--- src/rtl/softermax_drain.sv ---
// Row drain engine behind softermax: sweeps the probability buffer, hides its
// one-cycle read latency with a 2-entry FIFO and streams the row out with index/last.
module softermax_drain #(
   parameter int LARGE_SIZE = 32,
   parameter int ROW_WIDTH  = 8,
   localparam int AW        = $clog2(ROW_WIDTH)
) (
   input  logic                clk,
   input  logic                rst_n,
   input  logic                final_out_valid,
   output logic [AW-1:0]       read_addr,
   input  logic [LARGE_SIZE:0] prob_buffer_out,
   output logic                out_valid,
   input  logic                out_ready,
   output logic [LARGE_SIZE:0] out_data,
   output logic [AW-1:0]       out_index,
   output logic                out_last,
   output logic                busy,
   output logic                row_done,
   output logic                overrun
);

   localparam logic [AW-1:0] LAST_IDX = AW'(ROW_WIDTH - 1);

   typedef enum logic [1:0] {IDLE, FETCH, DRAIN} state_t;

   state_t              state;
   logic [LARGE_SIZE:0] fifo_data [2];
   logic [AW-1:0]       fifo_idx  [2];
   logic                rd_ptr;
   logic                wr_ptr;
   logic [1:0]          fifo_count;
   logic                inflight;
   logic [AW-1:0]       inflight_idx;
   logic                pop;
   logic                issue;
   logic                last_hs;
   logic [2:0]          credit;

   always_comb begin
      out_valid = (fifo_count != '0);
      out_data  = fifo_data[rd_ptr];
      out_index = fifo_idx[rd_ptr];
      out_last  = out_valid && (out_index == LAST_IDX);
      pop       = out_valid && out_ready;
      last_hs   = pop && out_last;
      // FIFO entries plus the read in flight must stay below 2 after this cycle's pop
      credit    = {1'b0, fifo_count} + {2'b0, inflight};
      issue     = (state == FETCH) && (credit < (3'd2 + {2'b0, pop}));
   end

   always_ff @(posedge clk or negedge rst_n) begin
      if (!rst_n) begin
         state        <= IDLE;
         read_addr    <= '0;
         busy         <= 1'b0;
         row_done     <= 1'b0;
         overrun      <= 1'b0;
         inflight     <= 1'b0;
         inflight_idx <= '0;
         rd_ptr       <= 1'b0;
         wr_ptr       <= 1'b0;
         fifo_count   <= '0;
         fifo_data[0] <= '0;
         fifo_data[1] <= '0;
         fifo_idx[0]  <= '0;
         fifo_idx[1]  <= '0;
      end else begin
         row_done <= last_hs;
         if (final_out_valid && busy && !last_hs)
            overrun <= 1'b1;

         inflight <= issue;
         if (issue) begin
            inflight_idx <= read_addr;
            read_addr    <= read_addr + AW'(1);
         end

         if (inflight) begin
            fifo_data[wr_ptr] <= prob_buffer_out;
            fifo_idx[wr_ptr]  <= inflight_idx;
            wr_ptr            <= ~wr_ptr;
         end
         if (pop)
            rd_ptr <= ~rd_ptr;
         fifo_count <= fifo_count + {1'b0, inflight} - {1'b0, pop};

         case (state)
            IDLE: begin
               if (final_out_valid) begin
                  state <= FETCH;
                  busy  <= 1'b1;
               end
            end
            FETCH: begin
               if (issue && (read_addr == LAST_IDX))
                  state <= DRAIN;
            end
            DRAIN: begin
               // A start coinciding with the last handshake chains straight into the next row
               if (last_hs) begin
                  if (final_out_valid) begin
                     state <= FETCH;
                  end else begin
                     state <= IDLE;
                     busy  <= 1'b0;
                  end
               end
            end
            default: begin
               state <= IDLE;
               busy  <= 1'b0;
            end
         endcase
      end
   end

endmodule

--- config.mk ---
export PLATFORM = sky130hd
export DESIGN_NAME = softermax_drain
export DESIGN_NICKNAME = d
export VERILOG_FILES = /design/src/rtl/softermax_drain.sv
export SDC_FILE = /design/constraint.sdc
export NUM_CORES = 1
export LEC_CHECK = 0
export BUFFER_PORTS_ARGS = -buffer_cell sky130_fd_sc_hd__buf_2
export CAP_MARGIN = 20
export CORE_MARGIN = 2
export CORE_UTILIZATION = 35
export CTS_CLUSTER_DIAMETER = 80
export CTS_CLUSTER_SIZE = 10
export DETAILED_ROUTE_END_ITERATION = 8
export GPL_ROUTABILITY_DRIVEN = 0
export GPL_TIMING_DRIVEN = 0
export SLEW_MARGIN = 10
export SYNTH_ARGS = -nofsm -noshare
export SYNTH_HDL_FRONTEND = slang
export SYNTH_SLANG_ARGS = --single-unit
--- constraint.sdc ---
create_clock -name clk -period 3.25 [get_ports clk]
set_clock_uncertainty 0.1 [all_clocks]
set_input_delay 0.65 -clock clk [delete_from_list [all_inputs] [get_ports clk]]
set_output_delay 0.65 -clock clk [all_outputs]
set_load 0.1 [all_outputs]
==> flow_metrics.py <==
metrics = {
    "critical_path": {
        "cp-end-kind": "primary output",
        "arrival_ns": 2.01,
        "cp.required_ns": 2.50,
        "worstPathMaxFanout": 10,
        "r2r_cells": 7,
        "worstPathCellList": "buf_2 > buf_2 > mux2_2 > buf_2",
        "crit_type": "reg -> out",
        "regToRegEndpoint": "fifo_count[1]",
        "rr_startpoint": "fifo_count[1]",
        "reg2reg_setup_slack_ns": 1.52,
        "cpMostUsedCell": "buf_2",
        "critPathTopFamily": "buffers and inverters",
        "cp-start-kind": "flop",
        "cp_slowest_stage_delay_ns": 0.38,
        "cp_slowest_cell": "mux2_2",
        "crit_buf_inv": 3,
    },
    "route": {
        "vias": 2287,
        "ant_nets": 0,
        "drc": 0,
        "routed_wl_um": 7449,
        "dr.pass1.iters": 4,
        "first_iter_violations": 49,
        "vias_per_cell": 4.696,
        "wire_per_inst_um": 15.30,
    },
    "run": {
        "maxCapViolations": 0,
    },
    "timing": {
        "rsz0062_at_grt": "no",
        "setup_viol": 0,
        "fin_crit_ns": 2.758,
        "fin_crit_sh_pct": 84.88,
        "relSlewSlack_pct": 67.32,
        "drv_slew": 0,
        "hold_violations": 0,
        "setup_tns_ns": 0,
        "worst_pin_slew_ns": 0.4936,
        "max_freq_ghz": 0.3625,
    },
    "yosys": {
        "seq_area_frac_synth_pct": 57.01,
        "synth_edf_count": 0,
        "ys_ff_latch": 88,
        "ys.warnings.count": 0,
        "syn-num-nets": 293,
        "synthCells": 250,
        "synth-main-ff-cell": "dfrtp_1",
        "synth-async-reset-ratio_pct": 100.0,
        "synth_top_area_cell": "dfrtp_1",
        "synth_top_area_share_pct": 57.01,
        "synth.area.top_cells": "dfrtp_1, mux2_2, ha_1",
        "syn_area_um2": 3862,
        "avgSynthCellArea_um2": 15.45,
        "ys_types": 28,
    },
    "finish": {
        "antenna_cells": 0,
        "final_common_cell": "mux2_2",
        "drive_gt1_share_pct": 65.13,
        "final_cell_mix": "mux2_2, dfrtp_1, buf_2",
        "syn_to_final_growth_pct": 19.92,
        "nets": 385,
    },
    "global_routing": {
        "grt_max_degree": 61,
        "grt-ovfl-total": 0,
        "grt_usage_pct": 13.44,
        "grt_pass1_wl_um": 11860,
        "antenna_found_initial": 0,
        "grt_pass1_vias": 2465,
    },
    "floorplanning": {
        "die_y_um": 109.1,
        "fp.dieW_um": 109.1,
        "core_um2": 10790,
        "die_area_um2": 11890,
        "start_util_pct": 35.79,
        "rows": 38,
        "io_pins": 81,
    },
    "clock_tree": {
        "ctsResizeCount": 0,
        "cts_num_sinks": 88,
        "cts_buffers": 9,
        "cts_buffer_depth": 2,
        "cts_setup_buffers": 0,
        "cts_tree": "built",
        "clkTransAtPathRegs_ns": 0.09,
        "cts_htree_levels": 3,
        "ctsHoldBuffers": 0,
        "cts-root-buf": "clkbuf_8",
        "clock_latency_ns": 0.37,
    },
    "status": {
        "outcome": "completed",
    },
    "min_path": {
        "hold_path.class": "in -> async",
    },
    "place": {
        "numPortBuffers": 80,
        "hpwlAfterDp_um": 5152,
    },
}
## worst max path at each step
stage / from / to / slack (ns) / depth (start not counted)
floorplan: fifo_count[1] / out_last / 0.10 / 2
global placement: rst_n / fifo_data[25] / 0.66 / 1
detailed placement: rd_ptr / out_data[27] / 0.87 / 4
CTS: rd_ptr / out_data[27] / 0.44 / 4
global route: rd_ptr / out_data[31] / 0.37 / 4
finish: rd_ptr / out_data[28] / 0.49 / 4
## through the flow
stage	area, um2	setup slack, ns	std cells	hold WS [ns]	util [%]
2_1_floorplan	3862	0.1005	250	0.2544	-
3_3_place_gp	4438	0.6597	470	0.3460	41.12
3_5_place_dp	4468	0.8670	471	0.3529	41.40
4_1_cts	4632	0.4427	487	0.09485	42.92
5_1_grt	4632	0.3734	487	0.1117	42.92
6_report	4632	0.4915	487	0.1051	42.92
## worst reg2reg max path, stage by stage, from the launching register on
cell and delay, ns:
dfrtp_1 0.43, o21ai_2 0.25, inv_1 0.07, ha_1 0.28, inv_1 0.04, ha_1 0.18, xnor2_1 0.18, xnor2_1 0.14
## kinds of logic (layout without fill, tap and decap cells)
group	count (synthesis)	in the layout	synth area share, %
XOR/XNOR	5	5	1.134
flip-flops	88	88	57.01
AO/OA/AOI/OAI	11	11	2.041
adder cells (fa/ha/maj)	6	6	1.944
AND/OR/NAND/NOR	10	10	1.911
buffers and inverters	17	114	3.012
multiplexers	113	113	32.94
## synth_stat cells, drive strengths merged, types with 2 or more instances
cell type	instances
a21oi	2
buf	9
dfrtp	88
ha	6
inv	7
mux2	113
nand3	2
nor2	3
o21ai	4
xnor2	4
## flip-flops by register name (all words and copies together) (netlist names), 2 cells and up
register,count
inflight_idx,3
fifo_data,66
fifo_idx,6
read_addr,3
fifo_count,2
state,2
## layer usage
layer / share of wire, % / GRT usage (%)
met1: 44 / 15.79
met2: 47 / 22.23
met3: 6.4 / 4.184
met4: 2.1 / 6.593
met5: 0 / 0
## final cells by class
cell class              count  area [um2]
repair buffers             81       430.4
inverters                   7       26.28
flip-flops and latches     88        2202
fillers                  1034        6161
plain buffers              10       90.09
clock inverters             6       36.28
clock buffers              10       127.6
well taps                 140       175.2
multi-input cells         145        1544
Power is not shown: default switching activity piles up to over one toggle a cycle in this logic, so the estimate is an artifact.
